### config.mk
export PLATFORM = sky130hd
export DESIGN_NAME = bypass_scoreboard_flat
export DESIGN_NICKNAME = d
export VERILOG_FILES = /design/src/rtl/constants_pkg.sv /design/src/rtl/bypass_scoreboard_if.sv /design/src/rtl/operand_resolve.sv /design/src/rtl/bypass_scoreboard.sv /design/src/flat_wrapper.sv
export SDC_FILE = /design/constraint.sdc
export NUM_CORES = 1
export LEC_CHECK = 0
export CORE_MARGIN = 4
export CORE_UTILIZATION = 35
export DETAILED_ROUTE_END_ITERATION = 6
export PLACE_DENSITY = 0.68
export SETUP_SLACK_MARGIN = 0.05
export SKIP_CTS_REPAIR_TIMING = 1
export SLEW_MARGIN = 40
export SYNTH_ARGS = -nofsm -noshare
export SYNTH_HDL_FRONTEND = slang
export SYNTH_SLANG_ARGS = --single-unit
### constraint.sdc
create_clock -name clk -period 6.8 [get_ports clk]
set_input_delay 1.02 -clock clk [delete_from_list [all_inputs] [get_ports clk]]
set_output_delay 1.02 -clock clk [all_outputs]
set_load 0.01 [all_outputs]
### src/rtl/constants_pkg.sv
// rtl/constants_pkg.sv - architecture-wide sizing constants
package constants_pkg;
    localparam int ARCH_LEN     = 32;
    localparam int REG_FILE_LEN = 32;
endpackage

### src/rtl/bypass_scoreboard_if.sv
// rtl/bypass_scoreboard_if.sv - decode/bypass/writeback/issue bundle of the scoreboard
// slave  : scoreboard view (drives in_ready, out_*, stall, stall_cycles)
// master : environment view (drives everything else)
interface bypass_scoreboard_if
    import constants_pkg::*;
#(
    parameter int REG_COUNT = REG_FILE_LEN,
    parameter int DATA_W    = ARCH_LEN,
    parameter int NUM_BYP   = 2
);
    localparam int RW = $clog2(REG_COUNT);

    logic                             in_valid;
    logic                             in_ready;
    logic [RW-1:0]                    in_src1;
    logic [RW-1:0]                    in_src2;
    logic [RW-1:0]                    in_dst;
    logic                             in_wen;
    logic [DATA_W-1:0]                rf_data1;
    logic [DATA_W-1:0]                rf_data2;
    logic [NUM_BYP-1:0]               byp_valid;
    logic [NUM_BYP-1:0]               byp_wen;
    logic [NUM_BYP-1:0]               byp_ready;
    logic [NUM_BYP-1:0][RW-1:0]       byp_dst;
    logic [NUM_BYP-1:0][DATA_W-1:0]   byp_data;
    logic                             wb_valid;
    logic [RW-1:0]                    wb_dst;
    logic [DATA_W-1:0]                wb_data;
    logic                             flush;
    logic                             out_valid;
    logic                             out_ready;
    logic [DATA_W-1:0]                out_op1;
    logic [DATA_W-1:0]                out_op2;
    logic [RW-1:0]                    out_dst;
    logic                             out_wen;
    logic                             stall;
    logic [31:0]                      stall_cycles;

    modport slave (
        input  in_valid, in_src1, in_src2, in_dst, in_wen, rf_data1, rf_data2,
               byp_valid, byp_wen, byp_ready, byp_dst, byp_data,
               wb_valid, wb_dst, wb_data, flush, out_ready,
        output in_ready, out_valid, out_op1, out_op2, out_dst, out_wen,
               stall, stall_cycles
    );

    modport master (
        output in_valid, in_src1, in_src2, in_dst, in_wen, rf_data1, rf_data2,
               byp_valid, byp_wen, byp_ready, byp_dst, byp_data,
               wb_valid, wb_dst, wb_data, flush, out_ready,
        input  in_ready, out_valid, out_op1, out_op2, out_dst, out_wen,
               stall, stall_cycles
    );
endinterface

### src/rtl/operand_resolve.sv
// rtl/operand_resolve.sv - picks the value of one source operand or flags a hazard
// src_i/pend_nz_i : source index and "has in-flight writer" flag
// rf_data_i       : register-file read data
// byp_*_i         : bypass sources, index 0 youngest
// wb_*_i          : retiring write port
// op_o/block_o    : resolved operand, operand not yet available
module operand_resolve #(
    parameter int RW      = 5,
    parameter int DATA_W  = 32,
    parameter int NUM_BYP = 2
) (
    input  logic [RW-1:0]                  src_i,
    input  logic                           pend_nz_i,
    input  logic [DATA_W-1:0]              rf_data_i,
    input  logic [NUM_BYP-1:0]             byp_valid_i,
    input  logic [NUM_BYP-1:0]             byp_wen_i,
    input  logic [NUM_BYP-1:0]             byp_ready_i,
    input  logic [NUM_BYP-1:0][RW-1:0]     byp_dst_i,
    input  logic [NUM_BYP-1:0][DATA_W-1:0] byp_data_i,
    input  logic                           wb_valid_i,
    input  logic [RW-1:0]                  wb_dst_i,
    input  logic [DATA_W-1:0]              wb_data_i,
    output logic [DATA_W-1:0]              op_o,
    output logic                           block_o
);
    logic found;

    always_comb begin
        op_o    = '0;
        block_o = 1'b0;
        found   = 1'b0;
        if (src_i == '0) begin
            op_o = '0;
        end else if (!pend_nz_i) begin
            op_o = rf_data_i;
        end else begin
            // Youngest matching writer wins; if it has no data yet we must wait
            // rather than take a stale value from an older stage.
            for (int i = 0; i < NUM_BYP; i++) begin
                if (!found && byp_valid_i[i] && byp_wen_i[i] && byp_dst_i[i] == src_i) begin
                    found = 1'b1;
                    if (byp_ready_i[i]) begin
                        op_o = byp_data_i[i];
                    end else begin
                        block_o = 1'b1;
                    end
                end
            end
            if (!found) begin
                if (wb_valid_i && wb_dst_i == src_i) begin
                    op_o = wb_data_i;
                end else begin
                    block_o = 1'b1;
                end
            end
        end
    end
endmodule

### src/rtl/bypass_scoreboard.sv
// rtl/bypass_scoreboard.sv - per-register writer scoreboard with operand forwarding and issue register
// clk, rst : clock, synchronous active-low reset
// bus      : decode in / bypass / writeback / flush / issue out / stall statistics
module bypass_scoreboard
    import constants_pkg::*;
#(
    parameter int REG_COUNT = REG_FILE_LEN,
    parameter int DATA_W    = ARCH_LEN,
    parameter int NUM_BYP   = 2,
    parameter int CNT_W     = 2
) (
    input  logic                clk,
    input  logic                rst,
    bypass_scoreboard_if.slave  bus
);
    localparam int RW = $clog2(REG_COUNT);

    logic [CNT_W-1:0]  pend_q [REG_COUNT];
    logic [CNT_W-1:0]  pend_d [REG_COUNT];

    logic              out_valid_q, out_valid_d;
    logic [DATA_W-1:0] out_op1_q, out_op1_d;
    logic [DATA_W-1:0] out_op2_q, out_op2_d;
    logic [RW-1:0]     out_dst_q, out_dst_d;
    logic              out_wen_q, out_wen_d;
    logic [31:0]       stall_cycles_q, stall_cycles_d;

    logic [DATA_W-1:0] op1, op2;
    logic              blk1, blk2, full, blocked, accept, in_ready;

    operand_resolve #(.RW(RW), .DATA_W(DATA_W), .NUM_BYP(NUM_BYP)) u_res1 (
        .src_i       (bus.in_src1),
        .pend_nz_i   (|pend_q[bus.in_src1]),
        .rf_data_i   (bus.rf_data1),
        .byp_valid_i (bus.byp_valid),
        .byp_wen_i   (bus.byp_wen),
        .byp_ready_i (bus.byp_ready),
        .byp_dst_i   (bus.byp_dst),
        .byp_data_i  (bus.byp_data),
        .wb_valid_i  (bus.wb_valid),
        .wb_dst_i    (bus.wb_dst),
        .wb_data_i   (bus.wb_data),
        .op_o        (op1),
        .block_o     (blk1)
    );

    operand_resolve #(.RW(RW), .DATA_W(DATA_W), .NUM_BYP(NUM_BYP)) u_res2 (
        .src_i       (bus.in_src2),
        .pend_nz_i   (|pend_q[bus.in_src2]),
        .rf_data_i   (bus.rf_data2),
        .byp_valid_i (bus.byp_valid),
        .byp_wen_i   (bus.byp_wen),
        .byp_ready_i (bus.byp_ready),
        .byp_dst_i   (bus.byp_dst),
        .byp_data_i  (bus.byp_data),
        .wb_valid_i  (bus.wb_valid),
        .wb_dst_i    (bus.wb_dst),
        .wb_data_i   (bus.wb_data),
        .op_o        (op2),
        .block_o     (blk2)
    );

    // A saturated counter cannot track one more writer.
    assign full     = bus.in_wen && (bus.in_dst != '0) && (&pend_q[bus.in_dst]);
    assign blocked  = blk1 | blk2 | full;
    assign in_ready = ~bus.flush & ~blocked & (~out_valid_q | bus.out_ready);
    assign accept   = bus.in_valid & in_ready;

    always_comb begin
        for (int r = 0; r < REG_COUNT; r++) begin
            pend_d[r] = pend_q[r];
        end
        for (int r = 1; r < REG_COUNT; r++) begin
            logic inc, dec;
            inc = accept && bus.in_wen && (bus.in_dst == RW'(r));
            dec = bus.wb_valid && (bus.wb_dst == RW'(r)) && (pend_q[r] != '0);
            if (inc && !dec) begin
                pend_d[r] = pend_q[r] + CNT_W'(1);
            end else if (dec && !inc) begin
                pend_d[r] = pend_q[r] - CNT_W'(1);
            end
        end
        pend_d[0] = '0;
        if (bus.flush) begin
            for (int r = 0; r < REG_COUNT; r++) begin
                pend_d[r] = '0;
            end
        end
    end

    always_comb begin
        out_valid_d = out_valid_q;
        out_op1_d   = out_op1_q;
        out_op2_d   = out_op2_q;
        out_dst_d   = out_dst_q;
        out_wen_d   = out_wen_q;
        if (bus.flush) begin
            out_valid_d = 1'b0;
        end else if (accept) begin
            out_valid_d = 1'b1;
            out_op1_d   = op1;
            out_op2_d   = op2;
            out_dst_d   = bus.in_dst;
            out_wen_d   = bus.in_wen;
        end else if (bus.out_ready) begin
            out_valid_d = 1'b0;
        end
    end

    assign bus.stall = bus.in_valid & ~in_ready;

    always_comb begin
        stall_cycles_d = stall_cycles_q;
        if (bus.stall && (stall_cycles_q != '1)) begin
            stall_cycles_d = stall_cycles_q + 32'd1;
        end
    end

    always_ff @(posedge clk) begin
        if (!rst) begin
            for (int r = 0; r < REG_COUNT; r++) begin
                pend_q[r] <= '0;
            end
            out_valid_q    <= 1'b0;
            out_op1_q      <= '0;
            out_op2_q      <= '0;
            out_dst_q      <= '0;
            out_wen_q      <= 1'b0;
            stall_cycles_q <= '0;
        end else begin
            for (int r = 0; r < REG_COUNT; r++) begin
                pend_q[r] <= pend_d[r];
            end
            out_valid_q    <= out_valid_d;
            out_op1_q      <= out_op1_d;
            out_op2_q      <= out_op2_d;
            out_dst_q      <= out_dst_d;
            out_wen_q      <= out_wen_d;
            stall_cycles_q <= stall_cycles_d;
        end
    end

    assign bus.in_ready     = in_ready;
    assign bus.out_valid    = out_valid_q;
    assign bus.out_op1      = out_op1_q;
    assign bus.out_op2      = out_op2_q;
    assign bus.out_dst      = out_dst_q;
    assign bus.out_wen      = out_wen_q;
    assign bus.stall_cycles = stall_cycles_q;
endmodule

### src/flat_wrapper.sv
// flat-port wrapper written by rule: the top's interface ports become plain ports
module bypass_scoreboard_flat import constants_pkg::*;
#(
    parameter int REG_COUNT = REG_FILE_LEN,
    parameter int DATA_W    = ARCH_LEN,
    parameter int NUM_BYP   = 2,
    parameter int CNT_W     = 2
)
  (clk, rst, bus_in_valid, bus_in_src1, bus_in_src2, bus_in_dst, bus_in_wen, bus_rf_data1, bus_rf_data2, bus_byp_valid, bus_byp_wen, bus_byp_ready, bus_byp_dst, bus_byp_data, bus_wb_valid, bus_wb_dst, bus_wb_data, bus_flush, bus_out_ready, bus_in_ready, bus_out_valid, bus_out_op1, bus_out_op2, bus_out_dst, bus_out_wen, bus_stall, bus_stall_cycles);
  bypass_scoreboard_if #(.REG_COUNT(REG_COUNT), .DATA_W(DATA_W), .NUM_BYP(NUM_BYP)) bus_i ();
  input  logic clk;
  input  logic rst;
  input wire logic [$bits(bus_i.in_valid)-1:0] bus_in_valid;
  input wire logic [$bits(bus_i.in_src1)-1:0] bus_in_src1;
  input wire logic [$bits(bus_i.in_src2)-1:0] bus_in_src2;
  input wire logic [$bits(bus_i.in_dst)-1:0] bus_in_dst;
  input wire logic [$bits(bus_i.in_wen)-1:0] bus_in_wen;
  input wire logic [$bits(bus_i.rf_data1)-1:0] bus_rf_data1;
  input wire logic [$bits(bus_i.rf_data2)-1:0] bus_rf_data2;
  input wire logic [$bits(bus_i.byp_valid)-1:0] bus_byp_valid;
  input wire logic [$bits(bus_i.byp_wen)-1:0] bus_byp_wen;
  input wire logic [$bits(bus_i.byp_ready)-1:0] bus_byp_ready;
  input wire logic [$bits(bus_i.byp_dst)-1:0] bus_byp_dst;
  input wire logic [$bits(bus_i.byp_data)-1:0] bus_byp_data;
  input wire logic [$bits(bus_i.wb_valid)-1:0] bus_wb_valid;
  input wire logic [$bits(bus_i.wb_dst)-1:0] bus_wb_dst;
  input wire logic [$bits(bus_i.wb_data)-1:0] bus_wb_data;
  input wire logic [$bits(bus_i.flush)-1:0] bus_flush;
  input wire logic [$bits(bus_i.out_ready)-1:0] bus_out_ready;
  output wire logic [$bits(bus_i.in_ready)-1:0] bus_in_ready;
  output wire logic [$bits(bus_i.out_valid)-1:0] bus_out_valid;
  output wire logic [$bits(bus_i.out_op1)-1:0] bus_out_op1;
  output wire logic [$bits(bus_i.out_op2)-1:0] bus_out_op2;
  output wire logic [$bits(bus_i.out_dst)-1:0] bus_out_dst;
  output wire logic [$bits(bus_i.out_wen)-1:0] bus_out_wen;
  output wire logic [$bits(bus_i.stall)-1:0] bus_stall;
  output wire logic [$bits(bus_i.stall_cycles)-1:0] bus_stall_cycles;
  assign bus_i.in_valid = bus_in_valid;
  assign bus_i.in_src1 = bus_in_src1;
  assign bus_i.in_src2 = bus_in_src2;
  assign bus_i.in_dst = bus_in_dst;
  assign bus_i.in_wen = bus_in_wen;
  assign bus_i.rf_data1 = bus_rf_data1;
  assign bus_i.rf_data2 = bus_rf_data2;
  assign bus_i.byp_valid = bus_byp_valid;
  assign bus_i.byp_wen = bus_byp_wen;
  assign bus_i.byp_ready = bus_byp_ready;
  assign bus_i.byp_dst = bus_byp_dst;
  assign bus_i.byp_data = bus_byp_data;
  assign bus_i.wb_valid = bus_wb_valid;
  assign bus_i.wb_dst = bus_wb_dst;
  assign bus_i.wb_data = bus_wb_data;
  assign bus_i.flush = bus_flush;
  assign bus_i.out_ready = bus_out_ready;
  assign bus_in_ready = bus_i.in_ready;
  assign bus_out_valid = bus_i.out_valid;
  assign bus_out_op1 = bus_i.out_op1;
  assign bus_out_op2 = bus_i.out_op2;
  assign bus_out_dst = bus_i.out_dst;
  assign bus_out_wen = bus_i.out_wen;
  assign bus_stall = bus_i.stall;
  assign bus_stall_cycles = bus_i.stall_cycles;
  bypass_scoreboard #(.REG_COUNT(REG_COUNT), .DATA_W(DATA_W), .NUM_BYP(NUM_BYP), .CNT_W(CNT_W)) u_core (.clk(clk), .rst(rst), .bus(bus_i));
endmodule
Word level (Yosys, flattened, before mapping)
Memories as Yosys holds them, arrays and structs flattened.
Cells that the tools add are included.
{"block": "word_totals", "output_inout_bits": 105, "mem_bits_rw": 64, "word_cells": 598, "reg_bits": 103, "input_bits": 203, "n_memories": 1}
{"name": "u_core.pend_q", "depth": 32, "width": 2, "rd": 34, "rd_clocked_by_memory_dff": 0, "write_ports": 32, "line": "bypass_scoreboard.sv:18", "source": "logic [CNT_W-1:0] pend_q [REG_COUNT];"}
{"block": "op_classes", "bitwise": 44, "addsub": 63, "reduce_logical": 274, "n_eq_ne": 69, "mux": 141}
{"op": "32-bit 2-to-1 mux", "n": 15}
{"op": "2-bit 2-to-1 mux", "n": 94}
{"op": "1-bit logical AND", "n": 170}
{"op": "5-bit == test, second input constant", "n": 32}
{"op": "5-bit by 4-bit == test with 1-bit output, second input constant", "n": 16}
{"op": "1-bit zero test", "n": 64}
{"op": "2-bit nonzero test", "n": 32}
{"op": "2-bit by 1-bit adder with 2-bit output, second input constant", "n": 31}
{"op": "62-bit 2-to-1 mux", "n": 1}
{"op": "2-bit by 1-bit subtractor with 2-bit output, second input constant", "n": 31}
{"op": "5-bit by 3-bit == test with 1-bit output, second input constant", "n": 8}
{"op": "1-bit OR", "n": 35}
{"op": "32-bit by 1-bit adder with 32-bit output, second input constant", "n": 1}
{"op": "32-bit != test, second input constant", "n": 1}
{"op": "1-bit 2-to-1 mux", "n": 31}
{"op": "5-bit == test", "n": 6}
{"op": "5-bit by 2-bit == test with 1-bit output, second input constant", "n": 4}
{"op": "5-bit by 1-bit == test with 1-bit output, second input constant", "n": 2}
{"op": "5-bit zero test", "n": 2}
{"op": "2-bit OR reduction", "n": 3}
{"op": "1-bit inverter", "n": 5}
{"op": "5-bit nonzero test", "n": 1}
{"op": "1-bit bitwise AND", "n": 4}
{"op": "2-bit AND reduction", "n": 2}

Longest topological paths before layout
{"block": "depth", "word_depth": 29, "ltp_mapped": 18, "depth_no_buf": 13}

Cells and area by module
Synthesis repeated with hierarchy kept, for this count alone.
{"block": "unflattened", "cells_unflattened": 1414, "area_unflattened_um2": 11259.5}
{"module": "bypass_scoreboard", "area_each_um2": 8529.4, "instances": 1, "cells_per_inst": 1018}
{"module": "operand_resolve", "area_each_um2": 1365.1, "instances": 2, "cells_per_inst": 198}

Worst setup path after synthesis
No wires, ideal clock.
{"block": "synth_timing", "path_type": "input -> register", "start": "input bus_in_src1[3]", "end": "memory u_core.pend_q[25][1]", "n_path_buf": 4, "slack_ns": 2.465, "cell_stages": 15, "arrival_ns": 4.265, "required_ns": 6.730, "setup_ns": 0.070, "cell_sequence": "clkbuf_1 > xnor2_1 > nand4_1 > or3_1 > buf_2 > nor3b_1 > or4_4 > and3_1 > buf_2 > buf_2 > nand3b_1 > nor2_1 > ha_1 > or3_1 > a21oi_1"}
{"element": "from (decl)", "line": "flat_wrapper.sv:14", "source": "input wire logic [$bits(bus_i.in_src1)-1:0] bus_in_src1;"}
{"element": "to (decl)", "line": "bypass_scoreboard.sv:18"}

Worst setup path in the final report
{"block": "layout_timing", "start": "input bus_in_src2[1]", "end": "output bus_stall"}
{"block": "layout_between", "elab_chain_cells": 22, "elab_cells_between_ends": 32, "cone_classes": "eq/ne (3); mux (13); bitwise (7); reduce/logical (8); memory (1)"}
{"element": "from (decl)", "line": "flat_wrapper.sv:15", "source": "input wire logic [$bits(bus_i.in_src2)-1:0] bus_in_src2;"}
{"element": "5-bit == test", "line": "operand_resolve.sv:40", "source": "if (!found && byp_valid_i[i] && byp_wen_i[i] && byp_dst_i[i] == src_i) begin"}
{"element": "1-bit logical AND", "line": "operand_resolve.sv:40"}
{"element": "1-bit 2-to-1 mux", "line": "operand_resolve.sv:40"}
{"element": "1-bit 2-to-1 mux", "line": "operand_resolve.sv:34", "source": "end else if (!pend_nz_i) begin"}
{"element": "1-bit 2-to-1 mux", "line": "operand_resolve.sv:32", "source": "if (src_i == '0) begin"}
{"element": "1-bit zero test", "line": "operand_resolve.sv:40"}
{"element": "1-bit logical AND (3 in series)", "line": "operand_resolve.sv:40"}
{"element": "1-bit 2-to-1 mux", "line": "operand_resolve.sv:40"}
{"element": "[... 2 more ...]"}
{"element": "1-bit 2-to-1 mux", "line": "operand_resolve.sv:49", "source": "if (!found) begin"}
{"element": "1-bit 2-to-1 mux", "line": "operand_resolve.sv:34"}
{"element": "1-bit 2-to-1 mux *", "line": "operand_resolve.sv:32"}
{"element": "1-bit OR * (2 in series)", "line": "bypass_scoreboard.sv:65", "source": "assign blocked = blk1 | blk2 | full;"}
{"element": "1-bit inverter *", "line": "bypass_scoreboard.sv:66", "source": "assign in_ready = ~bus.flush & ~blocked & (~out_valid_q | bus.out_ready);"}
{"element": "1-bit bitwise AND * (2 in series)", "line": "bypass_scoreboard.sv:66"}
{"element": "1-bit inverter *", "line": "bypass_scoreboard.sv:110", "source": "assign bus.stall = bus.in_valid & ~in_ready;"}
{"element": "1-bit bitwise AND *", "line": "bypass_scoreboard.sv:110"}
{"element": "to (decl)", "line": "flat_wrapper.sv:36", "source": "output wire logic [$bits(bus_i.stall)-1:0] bus_stall;"}
Mark *: on every way between the ends. The rest lies on a longest branch, timed or not. The select of a mux whose other input is x is not followed.

==> flow_summary.toml <==
[sta]
setup_viol_count_final = 0
slew_headroom_pct = 34.1
period_share_pct = 81.4
grt_setup_unrepaired = "false"
slew_violations = 0
final-hold-violation-count = 0
timing.fmax_ghz = 0.181
fin_crit_ns = 5.53
finClkSkew_ns = 0.0152
tns_ns = 0
worst_pin_slew_ns = 0.988

[floorplan]
top_level_ports = 308
dieArea_um2 = 34100
die_h_um = 185
fp.dieW_um = 185
fp-row-count = 64
start_util_pct = 35.6
core_um2 = 30700

[power]
p_switching_w = 0.000744
power.internal_w = 0.00168
combinationalPowerShare_pct = 18.4
power_frac_clock_pct = 40.3
sequentialPowerShare_pct = 41.3
leakage_nw = 4.87
total_power_w = 0.00242
switching_share_pct = 30.7
power_density_nw_per_um2 = 165
ir_worst_vdd_mv = 0.174

[clock_network]
cts_buffer_depth = 2
cts_sinks = 165
cts_made_buffers = 17
clkLatencyLatePin_ns = 0.45
cts_htree_levels = 4
cts-root-buf = "clkbuf_16"
cts_tree = "done"
clk_pin_slew_worst_paths_ns = 0.07

[synthesis]
async_flop_share_pct = 0
synthCells = 1441
yosys_most_used_dff = "dfxtp_1"
synth_area_um2 = 10900
ys_warn_count = 0
syn_area_per_cell_um2 = 7.57
synth-seq-area-share_pct = 30.3
syn_nets = 1676
synth_cell_types = 61
ys_seq_elements = 165
synth_edf_count = 0

[grt]
globalRoute.totalOverflow = 0
use_met2_pct = 40.0
first_global_vias = 11000
grt.busiest_layer = "met2"
grtUsageMet1_pct = 37.7
use_met3_pct = 5.15
grt_antenna_before_repair = 5
grt_usage_pct = 26.0
grt_first_pass_wirelength_um = 68400
grt_max_degree = 75

[setup_path]
reg2reg_depth = 11
end_kind = "output port"
crit_type = "input port to output port"
reg2reg_slack_ns = 2.74
critPathArrivalTime_ns = 4.51
cp-start-kind = "input port"
r2r_end = "u_core.pend_q[21][1]$_SDFFE_PP0P_"
crit_required_ns = 5.78
crit_fanout = 17
reg2reg_from = "u_core.pend_q[18][0]$_SDFFE_PP0P_"

[placement]
portBuffers = 307
dp.cells = 2043
dp_hpwl_um = 34700
place_area_um2 = 14100
gp_congestion = 0.970

[min_path]
worstHoldStart = "u_core.bus.out_op1[19]$_SDFFE_PN0P_"
worstHoldPathCells = 2
min-delay-path-class = "flip-flop to flip-flop"
hold_end = "u_core.bus.out_op1[19]$_SDFFE_PN0P_"

[flow_run]
cap_violations = 0

[layout]
fin_util_pct = 48.0
syn_to_final_growth_pct = 34.9
fill_cells = 2983
postLayoutCellArea_um2 = 14700
nets = 1901
drive_gt1_share_pct = 5.66
fin_cells = 2080

[drt]
wl_per_cell_um = 22.3
drt_wl_total_um = 46500
drtPass1Iterations = 5
antenna_left = 0
drt-vias-per-instance = 5.83
drt_iter0_drc = 1316
remaining_drc_errors = 0
num_vias = 12100

[status]
status = "complete, no violations"
[worst max path at each step]
stage	start	end	slack, ns	cells past startpoint
6_report	bus_in_src2[1]	bus_stall	1.27	11
5_1_grt	bus_in_src2[1]	bus_stall	0.95	11
4_1_cts	bus_in_src1[1]	bus_stall	1.17	10
3_5_place_dp	bus_in_src1[1]	bus_stall	1.18	10
3_3_place_gp	bus_in_src1[1]	bus_stall	1.26	10
2_1_floorplan	bus_in_src1[3]	u_core.pend_q[25][1]$_SDFFE_PP0P_	2.46	15
[registers in the layout (all words and copies together), names as in the netlist]
register / cells
u_core.bus.out_wen: 1
u_core.bus.out_op1: 32
u_core.pend_q: 62
u_core.bus.out_op2: 32
u_core.bus.out_dst: 5
u_core.bus.out_valid: 1
u_core.bus.stall_cycles: 32
[critical path: stages]
cell,delay (ns)
clkdlybuf4s50_1,0.93
buf_4,0.32
nor3_1,0.06
a2111oi_0,0.39
nor4_1,0.10
mux2_2,0.28
a22oi_2,0.26
a31oi_1,0.25
nand2_1,0.22
and2_1,0.15
clkdlybuf4s50_1,0.53
[through the flow]
| step | setup slack (ns) | hold WS, ns |
|---|---|---|
| 4_1_cts | 1.17 | 0.460 |
| 3_5_place_dp | 1.18 | 0.451 |
| 6_report | 1.27 | 0.455 |
| 5_1_grt | 0.949 | 0.477 |
| 2_1_floorplan | 2.46 | 0.467 |
| 3_3_place_gp | 1.26 | 0.443 |
[cell usage after synthesis, types with 9 or more instances]
cell       instances  area (µm²)
a211oi_1          15         113
xnor2_1           16         140
nor3_1            33         165
mux2_2            18         203
a21oi_1           75         375
ha_1              32         400
o31ai_1           13        97.6
or3_1             43         269
mux2i_1           15         150
or4_1             13        97.6
a221oi_1          43         377
a22oi_1           23         173
nor2_1           135         507
buf_2             15        75.1
nand2_1          171         642
nand4_1           16         100
nand2b_1          13        81.3
buf_1              9        33.8
dfxtp_1          165        3300
xor2_1            79         692
nand3b_1          19         143
nor2b_1           10        62.6
o2111ai_1         21         184
nor4_1            12        75.1
nand3_1           87         435
clkbuf_1          93         349
o211ai_1          31         233
o21ai_0          145         726
[cell type report]
| type | count | area, µm² | share of cell area, % |
|---|---|---|---|
| diodes | 5 | 12.5 | 0.0851 |
| clock buffers | 17 | 425 | 2.89 |
| clock inverters | 15 | 144 | 0.978 |
| inverters | 8 | 30.0 | 0.204 |
| multi-input cells | 1146 | 7090 | 48.2 |
| flip-flops and latches | 165 | 3300 | 22.5 |
| well taps | 396 | 495 | 3.37 |
| repair buffers | 328 | 3210 | 21.9 |
[cells in the final DEF, fill, tap and decap left out, types with 5 or more instances in the layout]
| cell | count |
|---|---|
| o31ai_1 | 13 |
| o2111ai_1 | 21 |
| diode_2 | 5 |
| xnor2_1 | 16 |
| or3_1 | 43 |
| clkdlybuf4s50_1 | 303 |
| nand3_1 | 87 |
| nor2_1 | 133 |
| dfxtp_1 | 165 |
| nand2b_1 | 12 |
| a21oi_1 | 74 |
| o21ai_0 | 145 |
| xor2_1 | 79 |
| a22oi_1 | 23 |
| nor2b_1 | 10 |
| a211oi_1 | 15 |
| a221oi_1 | 43 |
| nor4_1 | 12 |
| inv_1 | 8 |
| mux2_2 | 18 |
| o211ai_1 | 31 |
| nand3b_1 | 19 |
| ha_1 | 32 |
| nor3_1 | 32 |
| nand2_1 | 171 |
| clkbuf_16 | 17 |
| and3_1 | 6 |
| buf_4 | 20 |
| or4_1 | 13 |
| nand4_1 | 16 |
| o31a_1 | 6 |
| mux2i_1 | 15 |
| a2111oi_0 | 5 |
[cell families (layout without fill, tap and decap cells)]
| group | after synthesis | in the layout | synth area share [%] |
|---|---|---|---|
| flops | 165 | 165 | 30.3 |
| compound gates | 402 | 402 | 23.7 |
| simple gates | 580 | 580 | 25.7 |
| other cells | 0 | 5 | 0 |
| xor+xnor | 95 | 95 | 7.63 |
| buf+inv | 130 | 368 | 5.05 |
| mux | 37 | 37 | 4.06 |
| fa+ha+maj | 32 | 32 | 3.67 |
[layer usage]
| layer | vias to the layer above | wire length [µm] |
|---|---|---|
| met3 | 46 | 3930 |
| met2 | 532 | 21200 |
| met4 | 2 | 756 |
| li1 | 5737 | - |
| met5 | - | 13 |
| met1 | 5815 | 20600 |
[power by group through the flow]
| stage | registers [W] | logic [W] | clock network (W) |
|---|---|---|---|
| 2_1_floorplan | 0.00102 | 0.000201 | 0 |
| 5_1_grt | 0.00100 | 0.000476 | 0.00104 |
| 3_3_place_gp | 0.00102 | 0.000439 | 0 |
| 4_1_cts | 0.000999 | 0.000442 | 0.000996 |
| 3_5_place_dp | 0.00102 | 0.000441 | 0 |
| 6_report | 0.000999 | 0.000446 | 0.000976 |
(Power assumes the default switching activity.)
